<file path="config.mk">
export PLATFORM = sky130hd
export DESIGN_NAME = stripes_weight_serializer
export DESIGN_NICKNAME = d
export VERILOG_FILES = /design/src/rtl/stripes_pkg.sv /design/src/rtl/bitplane_select.sv /design/src/rtl/stripes_weight_serializer.sv
export SDC_FILE = /design/constraint.sdc
export NUM_CORES = 1
export LEC_CHECK = 0
export BUFFER_PORTS_ARGS = -buffer_cell sky130_fd_sc_hd__buf_2
export CORE_MARGIN = 2
export CORE_UTILIZATION = 43
export DETAILED_ROUTE_END_ITERATION = 8
export GPL_TIMING_DRIVEN = 0
export MAX_ROUTING_LAYER = met4
export PLACE_DENSITY = 0.67
export SYNTH_ARGS = -nofsm -noshare
export SYNTH_HDL_FRONTEND = slang
export SYNTH_SLANG_ARGS = --single-unit
</file>
<file path="constraint.sdc">
create_clock -name clk -period 2.15 [get_ports clk]
set_input_delay 0 -clock clk [delete_from_list [all_inputs] [get_ports clk]]
set_output_delay 0 -clock clk [all_outputs]
set_load 0.02 [all_outputs]
</file>
<file path="src/rtl/stripes_pkg.sv">
// Shared definitions for the Stripes bit-serial interface: serializer FSM states,
// default geometry and the plane-counter width helper.
package stripes_pkg;

  localparam int DEFAULT_DATA_WIDTH = 8;
  localparam int DEFAULT_VEC_LENGTH = 16;

  typedef enum logic [1:0] {
    ST_IDLE  = 2'd0,
    ST_SHIFT = 2'd1,
    ST_FLUSH = 2'd2
  } ser_state_e;

  // Width of a counter that walks the bit-planes of a DATA_WIDTH-bit word.
  function automatic int plane_cnt_width(input int data_width);
    return (data_width > 1) ? $clog2(data_width) : 1;
  endfunction

endpackage

</file>
<file path="src/rtl/bitplane_select.sv">
// Combinational bit-plane extractor: bit k of each of VEC_LENGTH packed weights.
// Shared by the weight-side and activation-side serializers.
module bitplane_select
  import stripes_pkg::*;
#(
  parameter int  DATA_WIDTH = DEFAULT_DATA_WIDTH,
  parameter int  VEC_LENGTH = DEFAULT_VEC_LENGTH,
  localparam int KW         = plane_cnt_width(DATA_WIDTH)
) (
  input  logic [VEC_LENGTH*DATA_WIDTH-1:0] vec,
  input  logic [KW-1:0]                    k,
  output logic [VEC_LENGTH-1:0]            plane
);

  for (genvar j = 0; j < VEC_LENGTH; j++) begin : g_lane
    logic [DATA_WIDTH-1:0] lane;
    assign lane     = vec[j*DATA_WIDTH +: DATA_WIDTH];
    assign plane[j] = lane[k];
  end

endmodule

</file>
<file path="src/rtl/stripes_weight_serializer.sv">
// Stripes weight serializer: emits one signed bit-plane per cycle, MSB first, with
// MAC sideband. Define STRIPES_SER_DBUF_EN for the ping-pong (shadow) buffer build.
module stripes_weight_serializer
  import stripes_pkg::*;
#(
  parameter int DATA_WIDTH = DEFAULT_DATA_WIDTH,
  parameter int VEC_LENGTH = DEFAULT_VEC_LENGTH
) (
  input  logic                             clk,
  input  logic                             reset,
  input  logic                             w_in_valid,
  output logic                             w_in_ready,
  input  logic [VEC_LENGTH*DATA_WIDTH-1:0] w_in,
  output logic                             mac_en,
  output logic [VEC_LENGTH-1:0]            w_bit,
  output logic                             is_msb,
  output logic                             delayed_is_msb,
  output logic                             vec_start,
  output logic                             result_valid,
  output logic                             busy
);

  localparam int            KW    = plane_cnt_width(DATA_WIDTH);
  localparam int            VW    = VEC_LENGTH * DATA_WIDTH;
  localparam logic [KW-1:0] K_MSB = KW'(DATA_WIDTH - 1);

  ser_state_e            state, state_next;
  logic [KW-1:0]         k, k_next;
  logic [VW-1:0]         active, active_next, pending_vec;
  logic                  accept, pending, last_plane, load;
  logic [VEC_LENGTH-1:0] plane_next;
  logic                  rv_pipe;

  assign accept     = w_in_valid && w_in_ready;
  assign last_plane = (state == ST_SHIFT) && (k == '0);
  // A pending vector enters the active buffer on IDLE/FLUSH exit or at the k == 0 plane.
  assign load       = pending && ((state != ST_SHIFT) || last_plane);

  // NOTE: buffer contents are data, not control; they are never reset. Validity is
  // carried by the FSM state and the shadow_full flag, which are reset.
  always_ff @(posedge clk) begin
    active <= active_next;
  end

`ifdef STRIPES_SER_DBUF_EN
  logic [VW-1:0] shadow;
  logic          shadow_full;

  assign w_in_ready  = !shadow_full;
  assign pending     = shadow_full || accept;
  // An empty shadow means a vector accepted on a load cycle bypasses straight to active.
  assign pending_vec = shadow_full ? shadow : w_in;

  always_ff @(posedge clk) begin
    if (reset) begin
      shadow_full <= 1'b0;
    end else if (load) begin
      shadow_full <= 1'b0;
    end else if (accept) begin
      shadow_full <= 1'b1;
    end
  end

  always_ff @(posedge clk) begin
    if (accept && !load) begin
      shadow <= w_in;
    end
  end
`else
  assign w_in_ready  = (state == ST_IDLE);
  assign pending     = accept;
  assign pending_vec = w_in;
`endif

  // NOTE: every variable gets its default before the case so no path leaves one
  // unassigned, which would otherwise infer a latch.
  always_comb begin
    state_next  = state;
    k_next      = k;
    active_next = active;
    if (load) begin
      state_next  = ST_SHIFT;
      k_next      = K_MSB;
      active_next = pending_vec;
    end else begin
      case (state)
        ST_IDLE: begin
          state_next = ST_IDLE;
        end
        ST_SHIFT: begin
          if (k != '0) begin
            k_next = k - KW'(1);
          end else begin
            state_next = ST_FLUSH;
            k_next     = K_MSB;
          end
        end
        ST_FLUSH: begin
          state_next = ST_IDLE;
        end
        default: begin
          state_next = ST_IDLE;
          k_next     = K_MSB;
        end
      endcase
    end
  end

  bitplane_select #(
    .DATA_WIDTH(DATA_WIDTH),
    .VEC_LENGTH(VEC_LENGTH)
  ) u_plane_sel (
    .vec   (active_next),
    .k     (k_next),
    .plane (plane_next)
  );

  // Outputs are registered from the next-state values so they line up with the
  // state they describe; the flush plane is forced to zero.
  // NOTE: sequential state uses non-blocking assignments only, so every flop
  // samples the pre-edge values regardless of statement order.
  always_ff @(posedge clk) begin
    if (reset) begin
      state          <= ST_IDLE;
      k              <= K_MSB;
      mac_en         <= 1'b0;
      busy           <= 1'b0;
      is_msb         <= 1'b0;
      vec_start      <= 1'b0;
      w_bit          <= '0;
      delayed_is_msb <= 1'b0;
      rv_pipe        <= 1'b0;
      result_valid   <= 1'b0;
    end else begin
      state     <= state_next;
      k         <= k_next;
      mac_en    <= (state_next != ST_IDLE);
      busy      <= (state_next != ST_IDLE);
      is_msb    <= (state_next == ST_SHIFT) && (k_next == K_MSB);
      vec_start <= (state_next == ST_SHIFT) && (k_next == K_MSB);
      w_bit     <= (state_next == ST_SHIFT) ? plane_next : '0;
      if (mac_en) begin
        delayed_is_msb <= is_msb;
      end
      // The accumulator is complete two cycles after the k == 0 plane.
      rv_pipe      <= last_plane;
      result_valid <= rv_pipe;
    end
  end

endmodule

</file>
==> results of run 1 <==
## power groups by stage
stage | Combinational (W) | Clock [W] | Sequential [W]
detailed placement | 0.00113 | 0 | 0.00347
global route | 0.00154 | 0.00332 | 0.00346
finish | 0.00141 | 0.00320 | 0.00342
floorplan | 0.000711 | 0 | 0.00347
CTS | 0.00136 | 0.00321 | 0.00342
global placement | 0.00112 | 0 | 0.00347
## critical path: stages, from the launching register on
cell	delay (ps)
dfxtp_4	360
inv_4	50
ha_4	150
nor2b_4	130
a2111o_2	550
buf_6	150
a211oi_4	320
buf_4	240
nand2_1	60
o211ai_1	100
## registers in the layout (all words and copies together) (netlist names)
register,count
active,128
busy,1
delayed_is_msb,1
k,3
result_valid,1
rv_pipe,1
state,2
vec_start,1
w_bit,16
## per-stage QoR
step	hold WS [ps]	instances	utilization	cell area (um^2)	power, W
final	181	1313	0.663	9630	0.00803
after global routing	193	1313	0.663	9630	0.00832
after CTS	161	1302	0.651	9460	0.00799
after detailed placement	184	1135	0.508	7380	0.00461
after global placement	185	1135	0.508	7380	0.00459
after floorplan	71.6	798	-	6380	0.00418
## cells in the mapped netlist, drive strengths merged, types with 2 or more instances
| library cell | number |
|---|---|
| nor2b | 4 |
| nand2 | 379 |
| nand2b | 24 |
| o211ai | 25 |
| nor3 | 6 |
| or2 | 2 |
| nand3 | 4 |
| o221ai | 3 |
| buf | 36 |
| a32oi | 3 |
| a221oi | 12 |
| clkbuf | 22 |
| a21oi | 15 |
| inv | 4 |
| a21o | 4 |
| mux2 | 6 |
| o2111ai | 4 |
| a22oi | 2 |
| nor2 | 9 |
| o21ai | 18 |
| ha | 2 |
| a221o | 47 |
| dfxtp | 154 |
## cell families (layout without fill, tap and decap cells)
family / after synthesis / in the layout / synth area share
AO/OA/AOI/OAI: 141 / 141 / 0.180
buffers and inverters: 62 / 393 / 0.0472
flip-flops: 154 / 154 / 0.483
multiplexers: 7 / 7 / 0.0122
adder cells (fa/ha/maj): 2 / 2 / 0.00392
AND/OR/NAND/NOR: 432 / 432 / 0.274
## final timing paths
kind | startpoint | end | slack, ps | depth (start not counted)
setup / recovery | k[0] | w_bit[6] | -40 | 9
hold / removal | w_in_valid | active[117] | 180 | 3
setup reg to reg | k[0] | w_bit[6] | -40 | 9
hold reg to reg | active[63] | active[63] | 440 | 2
## final cells by class
cell class,count,share of cell area
buffer,57,0.0335
tap,184,0.0239
multi-input combinational,582,0.327
timing repair buffer,300,0.228
clock buffer,24,0.0500
sequential,154,0.321
clock inverter,8,0.0145
inverter,4,0.00182
## per-layer routing
| layer | global-route usage | vias to the layer above | part of all wire |
|---|---|---|---|
| li1 | - | 3348 | - |
| met5 | - | - | 0 |
| met2 | 0.438 | 307 | 0.47 |
| met3 | 0.0463 | 49 | 0.065 |
| met1 | 0.345 | 3161 | 0.44 |
| met4 | 0.105 | 0 | 0.030 |
## what timing repair did
item | in CTS | in global routing
setup endpoints to repair | 71 | 43
setup buffers | 6 | 10
pin swaps | 6 | 11
gates cloned | 1 | 1
hold buffers | 129 | 0
gates resized for setup | 36 | 32
endpoints found under the hold margin | 147 | 0
==> impl_metrics.toml, run 1 <==
[min_path]
min_path_type = "input pin to flip-flop"

[detailed_routing]
vias = 6865
drtIter0Drc = 793
ant_nets = 0
wire_per_inst_um = 16.5
drtPass1Iterations = 6
vias_per_cell = 5.23
drt-total-wl_mm = 21.7
drcViolationCount = 0

[sta]
fin_crit_sh = 1.02
fin_crit_ps = 2190
tns_ps = -206
finalHoldViolCount = 0
setup_ws_ps = -39.3
setup_viol = 12
slew_violations = 0
finClkSkew_ps = 6.53
worstMarginPinSlew_ps = 650
clock.fmax_mhz = 457
rsz0062_at_grt = "true"
relSlewSlack = 0.566

[synth]
syn_nets = 931
yosysWarnings = 0
ys_ff_latch = 154
seq_area_frac_synth = 0.483
synth_edf_count = 0
synth.area.top_cells = "dfxtp_1, nand2_1, a221o_1"
yosysTopAreaCell = "dfxtp_1"
synth_cell_types = 41
synth_area_um2 = 6380
synth_async_sr_flop_share = 0
synth_top_flop_cell = "dfxtp_1"
synth_top_area_share = 0.483
syn_inst = 798
avgSynthCellArea_um2 = 8.00

[clocking]
cts-root-buf = "clkbuf_16"
clk_latency_ps = 420
clk_pin_slew_worst_paths_ps = 60
cts_tree = "done"
clock_path_buffers = 2
numCtsBuffers = 17
htreeDepth = 4
cts_num_sinks = 154

[critical_path]
worstSetupPathType = "flip-flop to flip-flop"
cp_max_fo = 5
worstPathRequired_ps = 2490
setup.worst_path.start_class = "flip-flop"
end_kind = "flip-flop"
critPathArrivalTime_ps = 2520

[run_status]
violations = "negative setup slack"
run_status = "complete, but fails checks"

[die]
fp.dieH_um = 126
die-area_um2 = 15800
core_um2 = 14500
ios = 154
rows = 44
start_util = 0.439
die_width_um = 126

[grt]
overflow = 0
grt_pass1_wl_mm = 32.7
grt_usage = 0.272
grt_max_degree = 17
grt_antenna_before_repair = 0
first_global_vias = 6378

[power_and_ir_drop]
vdd_drop_max_mv = 0.653
pwr-share-comb = 0.175
p_seq_frac = 0.426
p_leak_nw = 4.63
netSwitchingFraction = 0.261
powerDensity_nw_per_um2 = 833
p_int_w = 0.00593
p_sw_w = 0.00209
p_clk_frac = 0.398

[place]
port_buffers = 153
pre_cts_slack_ps = -507
gp_congestion = 0.870
dp_hpwl_mm = 13.3

[final_layout]
nNetsFinal = 1249
drive_gt1_frac = 0.251
synthToLayoutAreaGrowth_pct = 50.9
antennaDiodeCount = 0
fillers = 1191
regArea_um2 = 3090
final_cell_mix = "nand2_1, buf_2, dfxtp_1, dlygate4sd3_1, a221o_1"
final_common_cell = "nand2_1"
multi_input_area_um2 = 3150

[flow_run]
cap_violations = 0
Note: power is estimated with default switching activity, not from simulation.
==> inputs of run 2 (changes only) <==
CORE_UTILIZATION = 40   (was 43)
PLACE_DENSITY = 0.63   (was 0.67)
==> impl_metrics.toml, run 2 (synthesis gave the netlist of run 1 again) <==
[grt]
gr-max-usage-layer = "met2"
use_met2 = 0.425
first_global_vias = 6337
use_met1 = 0.330
grt_usage = 0.262
grt_pass1_wl_mm = 32.7
grt_antenna_before_repair = 0
use_met3 = 0.0508
grt_max_degree = 17
overflow = 0

[final_layout]
final_common_cell = "nand2_1"
drive_gt1_frac = 0.247
nNetsFinal = 1243
fillers = 1395
reg_top3 = "active: 128 flops, w_bit: 16 flops, k: 3 flops"
regMostFlops = "active"
final_cell_mix = "nand2_1, buf_2, dfxtp_1, dlygate4sd3_1, a221o_1"
stdcell_count = 1339
antennaDiodeCount = 0
largest_reg_flops = 128
synthToLayoutAreaGrowth_pct = 50.9
final_util = 0.613

[sta]
setup_viol = 0
finalHoldViolCount = 0
relSlewSlack = 0.538
finClkSkew_ps = 8.76
slew_violations = 0
rsz0062_at_grt = "true"
fin_crit_ps = 2120
worstMarginPinSlew_ps = 692
fin_hold_ws_ps = 267
clock.fmax_mhz = 471
setup_ws_ps = 26.9
fin_crit_sh = 0.987

[critical_path]
crit_top_cell = "o211ai_1"
worstSetupPathType = "flip-flop to flip-flop"
setup.worst_path.start_class = "flip-flop"
slowest_stage = "a2111o_2"
end_kind = "flip-flop"
crit_buf_inv = 2
path_cells = "inv_6 > ha_4 > nor2b_4 > a2111o_2 > nor4_4 > buf_4 > o211ai_1 > o211ai_1"
critPathArrivalTime_ps = 2470
cp_max_fo = 5
worstPathRequired_ps = 2490
cp_top_family = "compound AO/OA/AOI/OAI gates"
cpPeakStageDelay_ps = 530

[detailed_routing]
vias_per_cell = 5.05
drtPass1Iterations = 7
drtIter0Drc = 464
drcViolationCount = 0
vias = 6757
drt-total-wl_mm = 21.6
wire_per_inst_um = 16.2
ant_nets = 0

[die]
die_width_um = 130
die-area_um2 = 17000
core_um2 = 15700
fp.dieH_um = 130
ios = 154
start_util = 0.406
rows = 46

[clocking]
clk_pin_slew_worst_paths_ps = 60
htreeDepth = 4
cts-root-buf = "clkbuf_16"
cts_num_sinks = 154
cts_tree = "done"
numCtsBuffers = 17
clock_path_buffers = 2
clk_latency_ps = 430

[power_and_ir_drop]
finalPower_w = 0.00804
p_leak_nw = 4.58
vdd_drop_max_mv = 0.676
powerDensity_nw_per_um2 = 834

[min_path]
min_path_type = "input pin to flip-flop"

[flow_run]
cap_violations = 0

[place]
dp_hpwl_mm = 13.4
port_buffers = 153
pre_cts_slack_ps = -383
gp_congestion = 0.874
dp.cells = 1167

[run_status]
run_status = "complete, no violations"
## run 2: cell count changes in the layout (fill, tap and decap cells not counted), moves of 2 or more
cell | before | now
a221oi_1 | 11 | 6
a221oi_2 | 1 | 6
buf_4 | 20 | 16
clkinv_2 | 4 | 2
clkinvlp_4 | 0 | 4
nand2_1 | 375 | 378
nand2_2 | 3 | 1
## run 2: path summary, 6_finish.rpt
kind | start | to | slack (ps) | cells after the start
max | k[0] | w_bit[8] | 30 | 8
min | w_in_valid | w_bit[14] | 270 | 5
max reg2reg | k[0] | w_bit[8] | 30 | 8
min reg2reg | rv_pipe | result_valid | 440 | 1
## run 2: through the flow
step           TNS [ps]  instance area, um^2
3_5_place_dp      -6410                 7420
6_report              0                 9640
3_3_place_gp      -5430                 7420
5_1_grt            -359                 9640
2_1_floorplan         0                 6380
4_1_cts               0                 9500
## run 2: routing by layer
layer	vias up	routed length, um
li1	3338	-
met1	3139	9620
met2	250	10300
met3	30	1360
met4	0	354
met5	-	0
## run 2: cell type report
| cell class | count | area, um^2 | area share |
|---|---|---|---|
| flip-flops and latches | 154 | 3090 | 0.320 |
| clock inverters | 11 | 169 | 0.0175 |
| clock buffers | 21 | 460 | 0.0478 |
| repair buffers | 294 | 2150 | 0.223 |
| plain buffers | 57 | 325 | 0.0338 |
| well taps | 216 | 270 | 0.0280 |
| multi-input cells | 582 | 3160 | 0.327 |
| inverters | 4 | 20.0 | 0.00208 |
## run 2: report_power, final
| part | switching [W] | internal (W) |
|---|---|---|
| clock | 0.00120 | 0.00200 |
| combinational | 0.000729 | 0.000671 |
| sequential | 0.000207 | 0.00323 |
## run 2: worst register-to-register path: stages (launching register included)
cell	delay [ps]
dfxtp_4	380
inv_6	40
ha_4	160
nor2b_4	140
a2111o_2	530
nor4_4	320
buf_4	240
o211ai_1	100
o211ai_1	140
## run 2: repair_timing
action,CTS,global route
resized for setup,33,31
pin swaps,6,6
hold buffers,129,0
setup endpoints to repair,126,56
endpoints found under the hold margin,148,0
cloned,1,0
buffers inserted,6,5
